<file path="src/rtl/uart_tx_feeder.sv">
// Generic single-clock FIFO with level-based full/empty and synchronous flush.
// Latency: a written entry is visible at rd_dat on the cycle after the write edge.
// Backpressure: wr_rdy is low whenever level==DEPTH, even if a read happens in the same cycle.
module sync_fifo #(
    parameter int W     = 8,
    parameter int DEPTH = 8,
    parameter int AW    = 3
) (
    input  logic          clk,
    input  logic          rst,
    input  logic          flush,
    input  logic          wr_vld,
    input  logic [W-1:0]  wr_dat,
    output logic          wr_rdy,
    output logic          rd_vld,
    input  logic          rd_rdy,
    output logic [W-1:0]  rd_dat,
    output logic [AW:0]   level
);
    localparam logic [AW:0] FULL_LVL = (AW+1)'(DEPTH);

    logic [W-1:0]  mem [DEPTH];
    logic [AW-1:0] wr_ptr;
    logic [AW-1:0] rd_ptr;
    logic          push;
    logic          pop;

    // Full/empty come from the registered level only, so ready never depends on a same-cycle read.
    assign wr_rdy = (level != FULL_LVL);
    assign rd_vld = (level != '0);
    assign rd_dat = mem[rd_ptr];
    // A flush drops any write presented in the same cycle.
    assign push   = wr_vld & wr_rdy & ~flush;
    assign pop    = rd_vld & rd_rdy;

    // Storage array; no reset needed since level gates every read.
    always_ff @(posedge clk) begin
        if (push) begin
            mem[wr_ptr] <= wr_dat;
        end
    end

    // Pointers wrap naturally at AW bits; level tracks occupancy and clears on flush.
    always_ff @(posedge clk or posedge rst) begin
        if (rst) begin
            wr_ptr <= '0;
            rd_ptr <= '0;
            level  <= '0;
        end else if (flush) begin
            wr_ptr <= '0;
            rd_ptr <= '0;
            level  <= '0;
        end else begin
            if (push) begin
                wr_ptr <= wr_ptr + AW'(1);
            end
            if (pop) begin
                rd_ptr <= rd_ptr + AW'(1);
            end
            if (push && !pop) begin
                level <= level + (AW+1)'(1);
            end else if (!push && pop) begin
                level <= level - (AW+1)'(1);
            end
        end
    end
endmodule

// Byte queue and enable/data sequencer feeding uart_tx, with transmitter timeout detection.
// Latency: byte pushed into an empty idle FIFO at edge N raises tx_enable at edge N+1.
// Backpressure: in_ready low at level==DEPTH; one byte in flight until tx_active rises then falls.
module uart_tx_feeder #(
    parameter int DEPTH   = 8,
    parameter int AW      = 3,
    parameter int TIMEOUT = 1023
) (
    input  logic          clk,
    input  logic          rst,
    input  logic [7:0]    in_data,
    input  logic          in_valid,
    output logic          in_ready,
    input  logic          flush,
    output logic          tx_enable,
    output logic [7:0]    tx_data,
    input  logic          tx_active,
    output logic [AW:0]   level,
    output logic          busy,
    output logic          timeout_err,
    output logic [7:0]    err_count
);
    typedef enum logic [1:0] {
        IDLE   = 2'd0,
        ARM    = 2'd1,
        ACTIVE = 2'd2
    } state_t;

    localparam logic [9:0] TIMEOUT_V = 10'(TIMEOUT);

    state_t      state;
    state_t      state_nxt;
    logic [9:0]  timer;
    logic [9:0]  timer_nxt;
    logic        tx_enable_nxt;
    logic [7:0]  tx_data_nxt;
    logic        timeout_err_nxt;
    logic [7:0]  err_count_nxt;
    logic        head_vld;
    logic [7:0]  head_dat;
    logic        pop;

    sync_fifo #(
        .W     (8),
        .DEPTH (DEPTH),
        .AW    (AW)
    ) u_fifo (
        .clk    (clk),
        .rst    (rst),
        .flush  (flush),
        .wr_vld (in_valid),
        .wr_dat (in_data),
        .wr_rdy (in_ready),
        .rd_vld (head_vld),
        .rd_rdy (pop),
        .rd_dat (head_dat),
        .level  (level)
    );

    assign busy = (state != IDLE) || (level != '0);

    // Next-state and registered-output logic; flush never aborts a byte already handed out.
    always_comb begin
        state_nxt       = state;
        timer_nxt       = timer;
        tx_enable_nxt   = tx_enable;
        tx_data_nxt     = tx_data;
        timeout_err_nxt = 1'b0;
        err_count_nxt   = err_count;
        pop             = 1'b0;
        case (state)
            IDLE: begin
                // Holding off while tx_active is high guarantees uart_tx never sees enable while busy.
                if (head_vld && !tx_active) begin
                    pop           = 1'b1;
                    tx_data_nxt   = head_dat;
                    tx_enable_nxt = 1'b1;
                    timer_nxt     = '0;
                    state_nxt     = ARM;
                end
            end
            ARM: begin
                if (tx_active) begin
                    tx_enable_nxt = 1'b0;
                    state_nxt     = ACTIVE;
                end else if (timer == TIMEOUT_V) begin
                    // Transmitter never responded: drop this byte and record the event.
                    tx_enable_nxt   = 1'b0;
                    timeout_err_nxt = 1'b1;
                    if (err_count != 8'hFF) begin
                        err_count_nxt = err_count + 8'd1;
                    end
                    state_nxt = IDLE;
                end else begin
                    timer_nxt = timer + 10'd1;
                end
            end
            ACTIVE: begin
                if (!tx_active) begin
                    state_nxt = IDLE;
                end
            end
            default: begin
                state_nxt = IDLE;
            end
        endcase
    end

    // State and output registers; reset drops tx_enable immediately.
    always_ff @(posedge clk or posedge rst) begin
        if (rst) begin
            state       <= IDLE;
            timer       <= '0;
            tx_enable   <= 1'b0;
            tx_data     <= 8'h00;
            timeout_err <= 1'b0;
            err_count   <= 8'h00;
        end else begin
            state       <= state_nxt;
            timer       <= timer_nxt;
            tx_enable   <= tx_enable_nxt;
            tx_data     <= tx_data_nxt;
            timeout_err <= timeout_err_nxt;
            err_count   <= err_count_nxt;
        end
    end
endmodule

</file>
<file path="config.mk">
export PLATFORM = sky130hd
export DESIGN_NAME = uart_tx_feeder
export DESIGN_NICKNAME = d
export VERILOG_FILES = /design/src/rtl/uart_tx_feeder.sv
export SDC_FILE = /design/constraint.sdc
export NUM_CORES = 1
export LEC_CHECK = 0
export CORE_ASPECT_RATIO = 0.7
export CORE_UTILIZATION = 40
export CTS_BUF_LIST = sky130_fd_sc_hd__clkbuf_4
export CTS_CLUSTER_DIAMETER = 50
export DETAILED_ROUTE_END_ITERATION = 7
export DONT_BUFFER_PORTS = 1
export SETUP_SLACK_MARGIN = 0.4
export SYNTH_ARGS = -nofsm -noshare
export SYNTH_HDL_FRONTEND = slang
export SYNTH_SLANG_ARGS = --single-unit
export TNS_END_PERCENT = 20
</file>
<file path="constraint.sdc">
create_clock -name clk -period 3 [get_ports clk]
set_clock_uncertainty 0.15 [all_clocks]
set_input_delay 0.75 -clock clk [delete_from_list [all_inputs] [get_ports clk]]
set_output_delay 0.75 -clock clk [all_outputs]
set_load 0.05 [all_outputs]
</file>
---- Word-level counts from Yosys, hierarchy flattened ----
Memory sizes are Yosys's and may differ from the RTL's. A register that Yosys moved wholly into a read port is not among the register bits.
Index checks and enable logic that the tools add are counted.
operators by class
  add/sub/neg operators ................... 6
  $mul .................................... 0
  divide/modulo/power cells ............... 0
  magnitude comparators ................... 0
  equality and inequality tests ........... 10
  shift-type cells ........................ 0
  muxes and demuxes ....................... 27
  bitwise logic cells ..................... 5
  reductions and logical operators ........ 19
operators by type and width
  operator                                                             number
  10-bit 2-to-1 mux                                                    3
  10-bit case mux with 2 select lines                                  1
  3-bit 2-to-1 mux                                                     4
  4-bit 2-to-1 mux                                                     3
  10-bit by 1-bit adder with 10-bit output (second input constant)     1
  10-bit equality test (second input constant)                         1
  1-bit 2-to-1 mux                                                     10
  8-bit by 1-bit adder with 8-bit output (second input constant)       1
  2-bit 2-to-1 mux                                                     4
  2-bit inequality test (second input constant)                        4
  8-bit inequality test (second input constant)                        1
  4-bit AND reduction                                                  2
  2-bit nonzero test                                                   4
  3-bit by 1-bit adder with 3-bit output (second input constant)       2
  2-bit case mux with 3 select lines                                   1
  3-bit AND reduction                                                  2
  4-bit by 1-bit adder with 4-bit output (second input constant)       1
  4-bit inequality test (second input constant)                        1
  4-bit nonzero test                                                   1
  4-bit by 1-bit subtractor with 4-bit output (second input constant)  1
  1-bit bitwise AND                                                    3
  1-bit logical AND                                                    3
  1-bit zero test                                                      3
  3-bit inequality test (second input constant)                        1
  8 further kinds                                                      9
word-level totals
  bits in registers ....................... 32
  bits in latches ......................... 0
  RAM bits ................................ 64
  bits in read-only memories .............. 0
  bits of input ports ..................... 13
  output and inout port bits .............. 24
  word-level logic and storage cells ...... 76
  memories kept ........................... 1
memory list
  name        words  width  read ports  clocked after memory_dff  wr ports  line  source
  u_fifo.mem  8      8      1           1                         1         22    logic [W-1:0] mem [DEPTH];

---- Logic depth before layout (Yosys ltp) ----
Gate-level depths: netlist of the first run.
  depth in word-level cells ............... 9
  gate-level depth with buffers ........... 9
  depth with buffers taken out ............ 8

---- Cells and area by module ----
A second synthesis of the first run with hierarchy kept.
second synthesis, totals
  cells, all modules ...................... 316
  area total of the unflattened synthesis .. 4604.4 um^2
modules (own cells, without submodules)
  module          instances  cells each  area an instance (um^2)  seq. area each (um^2)
  sync_fifo       1          175         3141.8                   2172.1
  uart_tx_feeder  1          141         1462.7                   750.7

---- Least setup slack after synthesis of the first run ----
OpenSTA, ideal clock, no wires.
  path kind ............................... register to register
  start ................................... register u_fifo.level[0]
  end ..................................... register u_fifo.level[3]
  setup time .............................. 0.128 ns
  data arrival time ....................... 3.134 ns
  data required time ...................... 2.722 ns
  path slack .............................. -0.412 ns
  stages on the path, launching flop included .. 9
  buffers on the path ..................... 0
  clock period less this slack ............ 3.412 ns
  cells stage by stage .................... dfrtp_1 > nor4_1 > nor3_1 > or3_1 > ha_1 > a21o_2 > a21oi_1 > mux2i_1 > mux2_1
on the way
  word-level cells in the longest chain between the ends .. 9
  elaborated cells on any way between the ends .. 18
  classes of those cells .................. add/sub (2); eq/ne (1); mux (5); bitwise (3); reduce/logical (7)
ends and longest elaborated chain
  element                 line  source
  start, declared         18    output logic [AW:0] level
  start signal, assigned  61    level <= level + (AW+1)'(1);
  start signal, assigned  63    level <= level - (AW+1)'(1);
  4-bit nonzero test      30    assign rd_vld = (level != '0);
  1-bit logical AND       142   if (head_vld && !tx_active) begin
  1-bit 2-to-1 mux        142
  1-bit 2-to-1 mux        139   case (state)
  1-bit bitwise AND       34    assign pop = rd_vld & rd_rdy;
  1-bit zero test         60    if (push && !pop) begin
  1-bit logical AND       60
  4-bit 2-to-1 mux        60
  4-bit 2-to-1 mux        49    end else if (flush) begin
Several ways; a longest one is shown, not always the timed one. The select of a mux whose other input is x is not followed.
A chain may end at the register's enable or synchronous reset.

---- Final worst setup path of the first run ----
  start ................................... register u_fifo.level[3]
  end ..................................... output busy
on the way
  word-level cells in the longest chain between the ends .. 2
ends and longest elaborated chain
  element             line  source
  4-bit nonzero test  128   assign busy = (state != IDLE) || (level != '0);
  1-bit logical OR    128
  end, declared       87    output logic busy,
Every way passes these cells.

==> impl_metrics.tcl, run 1 <==
set metrics [dict create \
    max_freq_mhz 358.1 \
    synth_most_common_cell "edfxtp_1" \
    ys_seq_elements 104 \
    slew_violations 0 \
    numPortBuffers 0 \
    hpwl_um 6091 \
    tritoncts "built" \
    grt_use_total_pct 17.04 \
    ys.flop_type "edfxtp_1" \
    start_util_pct 41.17 \
    worstReg2RegStart "u_fifo.level[3]" \
    synth.distinct_cells 51 \
    crit_path_end_kind "primary output" \
    synth_largest_area_cell "edfxtp_1" \
    antenna_found_initial 0 \
    overflow 0 \
    h-tree-depth 3 \
    synth-edff-count 64 \
    slew_headroom_pct 51.57 \
    clkLatencyLatePin_ns 0.46 \
    grt_pass1_vias 2705 \
    drt-initial-drc-count 179 \
    cts_made_buffers 9 \
    whs_ns 0.1139 \
    nNetsFinal 358 \
    cp.arrival_ns 1.89 \
    gp_congestion 0.7658 \
    drc 0 \
    die_w_um 129.2 \
    outcome "complete, no violations" \
    wire_per_inst_um 18.41 \
    required_ns 2.10 \
    fin_cells 496 \
    ios 37 \
    dr.pass1.iters 4 \
    num_rows 32 \
    cap_viol_max_count 0 \
    vias_per_cell 5.325 \
    synth_area_leaders "edfxtp_1 (42%), dfrtp_1 (22%), mux4_2 (7.9%), mux2i_1 (2.6%), nand2_1 (1.9%)" \
    p_total_uw 4079 \
    syn_inst 309 \
    fin_setup_tns_ns 0 \
    ys.warnings.count 0 \
    grt_pass1_wl_um 14730 \
    syn2layout_area_growth_pct 12.53 \
    rsz0062_at_grt "true" \
    ir_worst_vdd_uv 361.9 \
    place_inst 477 \
    die-area_mm2 0.01177 \
    cts_hold_buf 0 \
    async_flop_share_pct 38.46 \
    criticalPathCategory "register to primary output" \
    clk_pin_slew_ns 0.16 \
    critPathLaunchType "register" \
    ctsLongestPathBuffers 2 \
    p_leak_uw 0.001846 \
    cts-root-buf "clkbuf_4" \
    ff2ff_setup_slack_ns 0.27 \
    post-route-period-util_pct 93.10 \
    p_per_area_mw_per_mm2 799.7 \
    core_area_mm2 0.01101 \
    finalHoldViolCount 0 \
    hold_class "input port to async pin" \
    syn_nets 329 \
    diodes 0 \
    synth_area_per_cell_um2 14.67 \
    seq_area_frac_synth_pct 64.48 \
    crit_path_start "u_fifo.level[3]" \
    tightest_slew_ns 0.7204 \
    finalSetupViolCount 0 \
    synth_top_area_share_pct 42.40 \
    vias 2641 \
    synth_common_cells "edfxtp_1 (64), dfrtp_1 (40), nand2_1 (23)" \
    fin_crit_ns 2.793 \
    final_antenna_net_count 0 \
    dieHeight_um 91.07 \
    cp_max_fo 2 \
    clock_sinks 104 \
    drive_above_1_share_pct 25.66 \
    totalWireLength_um 9132 \
    syn_area_mm2 0.004533 \
    grt_max_degree 41 \
]
==> what timing repair did <==
item                       4_1_cts  5_1_grt
buffers inserted                 3        0
pin swaps                        2        1
setup endpoints to repair        3        3
resized for setup                2        0
==> path summary, 6_finish.rpt <==
| kind | endpoint | cells past startpoint |
|---|---|---|
| hold reg to reg | timer[8] | 1 |
| min in group clk | u_fifo.level[2] | 1 |
| setup / recovery | busy | 2 |
| max in group asynchronous | u_fifo.level[1] | 2 |
| hold / removal | u_fifo.wr_ptr[1] | 2 |
| setup reg to reg | u_fifo.level[3] | 9 |
==> power breakdown <==
part / internal (µW) / switching (µW) / total (µW) / leakage, µW
sequential: 1680 / 356 / 2040 / 0.00111
combinational: 581 / 706 / 1290 / 0.000662
clock: 270 / 486 / 756 / 0.0000774
==> per-layer routing <==
layer | routed length, µm | GRT usage [%] | vias up | part of all wire [%]
met5 | 0 | 0 | - | 0
met3 | 521 | 5.303 | 6 | 5.7
met4 | 75 | 5.980 | 0 | 0.82
li1 | - | - | 1238 | -
met2 | 4196 | 24.91 | 66 | 46
met1 | 4339 | 23.84 | 1331 | 48
==> worst max-delay path, cell delays in order (launching register included) <==
cell,delay (ns)
dfrtp_2,0.45
or4_4,0.54
or3_4,0.44
==> logic make-up (layout without fill, tap and decap cells) <==
logic type	Yosys count	in the layout	share of synthesized area, %
flip-flops	104	104	64.48
AND/OR/NAND/NOR	104	104	12.86
AO/OA/AOI/OAI	33	33	5.217
multiplexers	32	32	11.59
buffers and inverters	19	53	1.822
XOR/XNOR	10	10	1.932
adder cells (fa/ha/maj)	7	7	2.098
==> area by class of cell <==
type,count,area (µm²)
Clock buffer,10,75.07
Sequential cell,104,2930
Timing Repair Buffer,29,217.7
Inverter,8,30.03
Fill cell,991,5909
Clock inverter,6,68.82
Tap cell,153,191.4
Multi-Input combinational cell,186,1588
==> sequential cells by signal, indices dropped and copies added (netlist names) <==
signal         cells
u_fifo.level       4
timer             10
u_fifo.rd_ptr      3
state              2
u_fifo.wr_ptr      3
err_count          8
timeout_err        1
u_fifo.mem        64
tx_data            8
tx_enable          1
==> through the flow <==
| step | util, % | cell area (µm²) | setup slack (ns) |
|---|---|---|---|
| 6_report | 46.33 | 5101 | 0.2071 |
| 4_1_cts | 46.33 | 5101 | 0.1349 |
| 5_1_grt | 46.33 | 5101 | 0.1374 |
| 2_1_floorplan | - | 4602 | 0.1801 |
| 3_5_place_dp | 44.75 | 4927 | 0.3117 |
| 3_3_place_gp | 44.75 | 4927 | 0.3254 |
==> layout by cell type (no fill, tap or decap), types with 3 or more instances in the layout <==
| cell | Yosys | routed |
|---|---|---|
| mux2_2 | 3 | 3 |
| nor4_1 | 7 | 6 |
| ha_1 | 6 | 5 |
| xor2_1 | 3 | 3 |
| nand2_1 | 23 | 22 |
| xnor2_1 | 7 | 7 |
| dfrtp_2 | 0 | 3 |
| nand4_1 | 6 | 6 |
| edfxtp_1 | 64 | 64 |
| dfrtp_1 | 40 | 36 |
| clkbuf_4 | 0 | 10 |
| o21ai_0 | 9 | 9 |
| inv_1 | 8 | 7 |
| o31ai_1 | 4 | 4 |
| nor2_1 | 15 | 15 |
| nand2b_1 | 8 | 8 |
| nand3_1 | 8 | 8 |
| a21oi_1 | 7 | 6 |
| nor3_1 | 11 | 10 |
| mux4_2 | 16 | 16 |
| or3_1 | 6 | 4 |
| and3_1 | 4 | 4 |
| buf_4 | 0 | 29 |
| mux2i_1 | 12 | 12 |
(Power assumes the default switching activity.)
==> run 2: changes to the inputs <==
- MAX_ROUTING_LAYER: not set -> met4
==> impl_metrics.tcl, run 2 (synthesis gave the netlist of run 1 again) <==
set metrics [dict create \
    place_inst 477 \
    drc 0 \
    syn2layout_area_growth_pct 12.53 \
    regArea_mm2 0.002930 \
    fin_ws_ns 0.2109 \
    largest_reg_flops 64 \
    outcome "complete, no violations" \
    overflow 0 \
    top_register "u_fifo.mem" \
    fin_crit_ns 2.789 \
    gp_congestion 0.7760 \
    antenna_found_initial 0 \
    dieHeight_um 91.07 \
    ctsLongestPathBuffers 2 \
    wl_met2_um 4116 \
    slew_violations 0 \
    multi_input_area_mm2 0.001588 \
    highest_layer "met4" \
    cts-root-buf "clkbuf_4" \
    cp_max_fo 2 \
    crit_path_end_kind "primary output" \
    rsz0062_at_grt "true" \
    cts_made_buffers 9 \
    path_delay_family "simple AND/OR/NAND/NOR gates" \
    die-area_mm2 0.01177 \
    p_sw_uw 1544 \
    tritoncts "built" \
    final_cell_mix "edfxtp_1 (64), dfrtp_1 (36), buf_4 (29), nand2_1 (22), mux4_2 (16)" \
    dr.pass1.iters 4 \
    hpwl_um 6091 \
    slew_headroom_pct 50.61 \
    fin_setup_tns_ns 0 \
    vias 2635 \
    grt_pass1_wl_um 14750 \
    post-route-period-util_pct 92.97 \
    detailedPlace.worstSlack_ns 0.3117 \
    numPortBuffers 0 \
    pwr-share-comb_pct 31.6 \
    required_ns 2.10 \
    finalHoldViolCount 0 \
    wire_per_inst_um 18.37 \
    die_w_um 129.2 \
    ios 37 \
    vias_per_cell 5.313 \
    totalWireLength_um 9112 \
    grt_use_total_pct 17.54 \
    h-tree-depth 3 \
    wl_met1_um 4350 \
    diodes 0 \
    switching_share_pct 37.89 \
    grt_max_degree 41 \
    p_leak_uw 0.001846 \
    core_area_mm2 0.01101 \
    hold_class "input port to async pin" \
    cap_viol_max_count 0 \
    slowest_stage "or4_4" \
    slowest_delay_ns 0.54 \
    p_per_area_mw_per_mm2 799.1 \
    nNetsFinal 358 \
    n_fill_cell 991 \
    clock_sinks 104 \
    power_frac_clock_pct 18.5 \
    criticalPathCategory "register to primary output" \
    start_util_pct 41.17 \
    final_common_cell "edfxtp_1" \
    fin_cells 496 \
    intPower_uw 2532 \
    num_rows 32 \
    critPathBufInv 0 \
    pwr-share-seq_pct 50.0 \
    cp.arrival_ns 1.89 \
    max_freq_mhz 358.5 \
    cts_hold_buf 0 \
    whs_ns 0.1181 \
    clk_pin_slew_ns 0.16 \
    grt_pass1_vias 2697 \
    finalSetupViolCount 0 \
    final_antenna_net_count 0 \
    critPathLaunchType "register" \
    drive_above_1_share_pct 25.66 \
    largest_registers "u_fifo.mem x64, timer x10" \
    clkLatencyLatePin_ns 0.46 \
    wl_met3_um 528 \
    worstPathCellList "or4_4 > or3_4" \
    tightest_slew_ns 0.7347 \
    drt-initial-drc-count 190 \
    ir_worst_vdd_uv 361.5 \
]
-- run 2: through the flow --
step	utilization (%)	instance area, µm²	power (µW)
after floorplan	-	4602	2996
after global placement	44.75	4927	3298
after detailed placement	44.75	4927	3328
after CTS	46.33	5101	4128
after global routing	46.33	5101	4327
final	46.33	5101	4076
-- run 2: power by group through the flow --
| stage | registers [µW] | logic, µW | clock network [µW] |
|---|---|---|---|
| after floorplan | 2100 | 891 | 0 |
| after global placement | 2080 | 1220 | 0 |
| after detailed placement | 2090 | 1240 | 0 |
| after CTS | 2040 | 1310 | 783 |
| after global routing | 2060 | 1430 | 837 |
| final | 2040 | 1290 | 753 |
-- run 2: path summary, 6_finish.rpt --
| check | start | end | slack [ns] | cells after the start |
|---|---|---|---|---|
| worst max-delay path | u_fifo.level[3] | busy | 0.21 | 2 |
| worst min-delay path | rst | u_fifo.wr_ptr[1] | 0.12 | 2 |
| worst max register to register | u_fifo.level[3] | u_fifo.level[3] | 0.27 | 9 |
| worst min register to register | timer[8] | timer[8] | 0.40 | 1 |
| max in group asynchronous | rst | u_fifo.level[1] | 2.16 | 2 |
| min in group clk | flush | u_fifo.level[2] | 0.17 | 1 |
-- run 2: what timing repair did --
action	CTS	global route
endpoints found under the hold margin	0	0
pin swaps	2	1
gates resized for setup	2	0
buffers inserted	3	0
setup endpoints to repair	3	3
-- run 2: cell type report --
| type | instances | share of cell area, % |
|---|---|---|
| inverters | 8 | 0.5887 |
| well taps | 153 | 3.753 |
| flip-flops and latches | 104 | 57.44 |
| repair buffers | 29 | 4.268 |
| clock inverters | 6 | 1.349 |
| clock buffers | 10 | 1.472 |
| multi-input cells | 186 | 31.13 |
-- run 2: layer usage --
metal	vias to the layer above	global-route usage, %
met5	-	-
met1	1316	23.91
met4	0	5.980
met3	8	5.303
met2	74	24.82
li1	1237	-
==> RTL edit 1: new RTL, config.mk and constraints of run 2 <==
Make the reset (`rst`) synchronous in 2 clocked blocks.
--- a/src/rtl/uart_tx_feeder.sv
+++ b/src/rtl/uart_tx_feeder.sv
@@ -42,5 +42,5 @@
 
     // Pointers wrap naturally at AW bits; level tracks occupancy and clears on flush.
-    always_ff @(posedge clk or posedge rst) begin
+    always_ff @(posedge clk) begin
         if (rst) begin
             wr_ptr <= '0;
@@ -176,5 +176,5 @@
 
     // State and output registers; reset drops tx_enable immediately.
-    always_ff @(posedge clk or posedge rst) begin
+    always_ff @(posedge clk) begin
         if (rst) begin
             state       <= IDLE;
Formal check against the unedited RTL: differs if rst is asserted again (counterexample within 4 cycles, from zero or initial values and one cycle with rst high); with rst held inactive, the same outputs for 10 cycles.
==> RTL edit 1 against run 2 <==
- wire length down 4.1%
- sequential cell count unchanged
- final area down 2.9%
- utilization up 0.45 points
- setup slack better by 0.29 ns
- synthesized area down 1.5%
- register-to-register slack better by 0.26 ns
Power is not compared: it rests on default switching activity, and its combinational part moved more than twofold at a synthesized area within 25%.
==> RTL edit 1: results (changes against run 2) <==
synth_xor_area_share_pct: 1.18  # -0.75 points
place_ws_ns: 0.245  # -0.0671 ns
h-tree-depth: 3  # unchanged
ctsRootBufferMaster: "clkbuf_4"
synthArstFlopShare_pct: 0  # -38 points
synth_top_cell_by_area: "edfxtp_1"
crit_fanout: 4  # +2
critPathMaxStageDelay_ns: 0.40  # -0.14 ns
drt-vias-per-instance: 5.31  # -0.10%
syn_nets: 354  # +7.6%
critPathSlowestCell: "dfxtp_4"
leakagePower_nw: 1.62
clkLatencyLatePin_ns: 0.47
drt_iter0_markers: 113  # -41%
postSynthCellCount: 333  # +7.8%
synth-seq-area-share_pct: 61.0  # -3.5 points
dp_cells: 484  # +1.5%
grt_use_total_pct: 16.8  # -0.78 points
dpl-instance-area_sq_um: 4730  # -4.0%
largestRegisters: "u_fifo.mem (64), timer (10)"
nets: 373  # +4.2%
drive_gt1_share_pct: 23.2  # -2.4 points
synth.mux.area_fraction_pct: 11.3  # -0.30 points
n_antenna_cell: 0  # unchanged
detailed_place_hpwl_um: 5870  # -3.6%
place.gp.congestion: 0.770  # -0.72%
cp_data_arrival_time_ns: 1.60  # -0.29 ns
hold_class: "in -> reg"
ir_drop_uv: 237
synth_cell_types: 52  # +2.0%
drc: 0  # unchanged
clk_pin_slew_ns: 0.18  # +0.02 ns
wl_per_cell_um: 17.3  # -5.8%
hold_buffers: 0  # unchanged
grt_max_degree: 34  # -17%
clockBufferDepth: 2  # unchanged
synth_fa_ha_area_share_pct: 2.41  # +0.31 points
synth_area_leaders: "edfxtp_1 (43%), dfxtp_1 (18%), mux4_2 (8.1%)"
portBuffers: 0  # unchanged
grt_pass1_vias: 2588  # -4.0%
synth_edf_count: 64  # unchanged
synth-compound-area-share_pct: 7.37  # +2.2 points
grt_pass1_wl_um: 14100  # -4.2%
routed-via-count: 2680  # +1.7%
synthTopCellsByCount: "edfxtp_1 (64), dfxtp_1 (40), nor2_1 (37), a21oi_1 (23), mux4_2 (16)"
ys.warnings.count: 0  # unchanged
antenna_found_initial: 0  # unchanged
cts_buffers: 9  # unchanged
drtPass1Iterations: 4  # unchanged
status: "completed"
path_delay_family: "simple AND/OR/NAND/NOR gates"
tightest_slew_ns: 0.855  # +0.120 ns
==> RTL edit 1: changes by cell type after synthesis, sizes merged, moves of 4 or more <==
cell	before	now
dfxtp	0	40
nand2b	8	4
a211oi	0	9
nand2	23	8
nor2	16	37
o31ai	4	8
a21oi	7	23
dfrtp	40	0
buf	6	12
==> RTL edit 1: layer usage <==
layer | wire length [um] | up-vias | global-route usage, %
li1 | - | 1311 | -
met1 | 4140 | 1296 | 21.8
met2 | 3880 | 65 | 24.5
met3 | 632 | 8 | 5.86
met4 | 91 | 0 | 5.29
met5 | 0 | - | -
==> RTL edit 1: layout make-up <==
cell class	instances	area, sq um
Fill cell	942	5640
Sequential cell	104	2740
Timing Repair Buffer	27	203
Clock inverter	7	68.8
Inverter	9	36.3
Clock buffer	9	67.6
Tap cell	148	185
Multi-Input combinational cell	201	1660
==> RTL edit 1: final timing paths <==
kind / startpoint / endpoint / slack, ns / cells after the start
worst max-delay path: u_fifo.level[0]$_SDFFE_PP0P_ / busy / 0.50 / 3
worst min-delay path: rst / err_count[2]$_SDFFE_PP0P_ / 0.18 / 1
worst max register to register: u_fifo.level[0]$_SDFFE_PP0P_ / u_fifo.level[3]$_SDFFE_PP0P_ / 0.53 / 11
worst min register to register: timer[9]$_SDFFE_PP0P_ / timer[9]$_SDFFE_PP0P_ / 0.36 / 2
==> RTL edit 1: power by group <==
group          switching (mW)  leakage, nW  internal [mW]
Sequential              0.107        0.905           1.56
Clock                   0.519       0.0769          0.198
Combinational           0.196        0.634          0.144
Total                   0.822         1.62           1.90
==> RTL edit 1: timing repair <==
| item | 4_1_cts | 5_1_grt |
|---|---|---|
| setup buffers | 0 | 5 |
| pin swaps | 0 | 3 |
| gates cloned | 0 | 0 |
| gates resized for setup | 3 | 6 |
| setup endpoints to repair | 3 | 2 |
==> RTL edit 2: new RTL, flow settings as in run 2 <==
Made on the original files. `DEPTH` is set to 8 in 2 places; all go to 4.
--- a/src/rtl/uart_tx_feeder.sv
+++ b/src/rtl/uart_tx_feeder.sv
@@ -4,5 +4,5 @@
 module sync_fifo #(
     parameter int W     = 8,
-    parameter int DEPTH = 8,
+    parameter int DEPTH = 4,
     parameter int AW    = 3
 ) (
@@ -71,5 +71,5 @@
 // Backpressure: in_ready low at level==DEPTH; one byte in flight until tx_active rises then falls.
 module uart_tx_feeder #(
-    parameter int DEPTH   = 8,
+    parameter int DEPTH   = 4,
     parameter int AW      = 3,
     parameter int TIMEOUT = 1023
Formal check against the unedited RTL: not equivalent (a bounded check fails within 10 cycles, from zero or initial values and one cycle with rst high).
==> RTL edit 2 against run 2 <==
- wire length fell by 35%
- clock power fell by 23%
- power fell by 23%
- global-route usage fell by 0.44 points
- setup slack improved by 0.042 ns
- worst hold slack improved by 0.051 ns
- final area fell by 29%
- synthesized area fell by 30%
- utilization rose by 1.8 points
- sequential cell count fell by 34
==> RTL edit 2: results (changes against run 2) <==
clkLatencyLatePin_ns: 0.42  # -0.04 ns
n_antenna_cell: 0  # unchanged
critPathSlowestCell: "or4_4"
worstReg2RegEnd: "u_fifo.level[3]$_DFFE_PP0P_"
tightest_slew_ns: 0.602  # -0.133 ns
synthArstFlopShare_pct: 54.3  # +16 points
nets: 291  # -19%
drive_gt1_share_pct: 21.5  # -4.1 points
cp_data_arrival_time_ns: 1.85  # -0.04 ns
synth-seq-area-share_pct: 60.0  # -4.4 points
grt_pass1_wl_um: 10200  # -31%
antenna_found_initial: 0  # unchanged
grt_max_degree: 39  # -4.9%
dpl-instance-area_sq_um: 3430  # -30%
status: "completed"
critPathMaxStageDelay_ns: 0.52  # -0.02 ns
grt_pass1_vias: 1921  # -29%
ir_drop_uv: 460  # +27%
yosys_most_used_dff: "dfrtp_1"
largestRegisters: "u_fifo.mem (32), timer (10)"
wl_um: 5920  # -35%
h-tree-depth: 3  # unchanged
clockBufferDepth: 2  # unchanged
synth_cell_types: 42  # -18%
synth_area_leaders: "edfxtp_1 (30%), dfrtp_1 (30%), mux4_2 (5.7%)"
portBuffers: 0  # unchanged
ys.warnings.count: 0  # unchanged
nFillCells: 681  # -31%
syn_nets: 269  # -18%
drt-vias-per-instance: 5.23  # -1.5%
grt_use_total_pct: 17.1  # -0.44 points
leakagePower_nw: 1.44  # -22%
drt_iter0_markers: 99  # -48%
clk_pin_slew_ns: 0.11  # -0.05 ns
r2r_start: "u_fifo.level[0]$_DFFE_PP0P_"
detailed_place_hpwl_um: 4030  # -34%
r2r_slack_ns: 0.29  # +0.02 ns
synth_edf_count: 32  # -50%
ff2ff_path_depth: 10  # +1
synthTopCellsByCount: "dfrtp_1 (38), nand2_1 (35), edfxtp_1 (32), nor2_1 (13)"
cts_buffers: 9  # unchanged
crit_fanout: 2  # unchanged
hold_class: "in -> async"
place.gp.congestion: 0.731  # -5.9%
[RTL edit 2: changes by cell type after synthesis, moves of 6 or more]
cell / change
edfxtp_1: -32
nand2_1: +12
mux2i_1: -9
mux4_2: -8
o21ai_0: -7
nand2b_1: -6
[RTL edit 2: how the worst max path moves through the flow]
stage	startpoint	end	slack [ns]	depth (start not counted)
floorplan	u_fifo.level[0]$_DFFE_PP0P_	u_fifo.level[3]$_DFFE_PP0P_	0.22	10
global placement	tx_active	u_fifo.level[3]$_DFFE_PP0P_	0.28	9
detailed placement	tx_active	u_fifo.level[3]$_DFFE_PP0P_	0.25	9
CTS	u_fifo.level[1]$_DFFE_PP0P_	busy	0.20	2
global route	u_fifo.level[1]$_DFFE_PP0P_	busy	0.16	2
finish	u_fifo.level[3]$_DFFE_PP0P_	busy	0.25	2
[RTL edit 2: layer usage]
layer / part of all wire [%] / wire (um) / global-route usage [%]
met4: 1.2 / 70 / 4.46
met5: 0 / 0 / -
met2: 40 / 2340 / 20.8
met1: 52 / 3090 / 24.7
met3: 7.0 / 414 / 8.50
[RTL edit 2: where the power goes]
part	switching (mW)	leakage [nW]	total, mW	internal [mW]
combinational	0.599	0.581	1.06	0.459
clock	0.314	0.0719	0.581	0.266
sequential	0.359	0.792	1.51	1.15
total	1.27	1.44	3.15	1.88
[RTL edit 2: metrics by stage]
stage               utilization (%)  hold WS (ns)  worst slack [ns]  power [mW]  instances
global route                   48.1         0.163             0.163        3.36        372
global placement               45.7         0.381             0.277        2.51        351
CTS                            48.0         0.160             0.200        3.18        371
floorplan                         -         0.358             0.224        2.31        247
finish                         48.1         0.169             0.253        3.15        372
detailed placement             45.7         0.392             0.253        2.52        351
[RTL edit 2: critical path: cells and delay by family (launching register included)]
| family | cells | cell delay [ns] |
|---|---|---|
| and+or+nand+nor | 2 | 1.00 |
| DFF | 1 | 0.44 |
[RTL edit 2: final cells by class]
class	count	share of cell area, %
Clock inverter	5	1.39
Tap cell	98	3.39
Sequential cell	70	53.0
Inverter	7	0.727
Clock buffer	11	2.29
Multi-Input combinational cell	163	35.4
Timing Repair Buffer	18	3.74
[RTL edit 2: cells by family (layout without fill, tap and decap cells)]
kind of cell / after synthesis / count (layout) / synth area share, %
buffers and inverters: 14 / 41 / 1.89
DFF: 70 / 70 / 60.0
AOI/OAI and AO/OA: 23 / 23 / 5.50
and+or+nand+nor: 104 / 104 / 17.5
muxes: 15 / 15 / 8.02
adders and majority gates: 9 / 9 / 3.77
xor gates and xnor gates: 12 / 12 / 3.30
[RTL edit 2: timing repair]
item | CTS | global route
pin swaps | 2 | 1
hold buffers | 0 | 0
resized for setup | 2 | 0
setup endpoints to repair | 3 | 3
setup buffers | 4 | 1
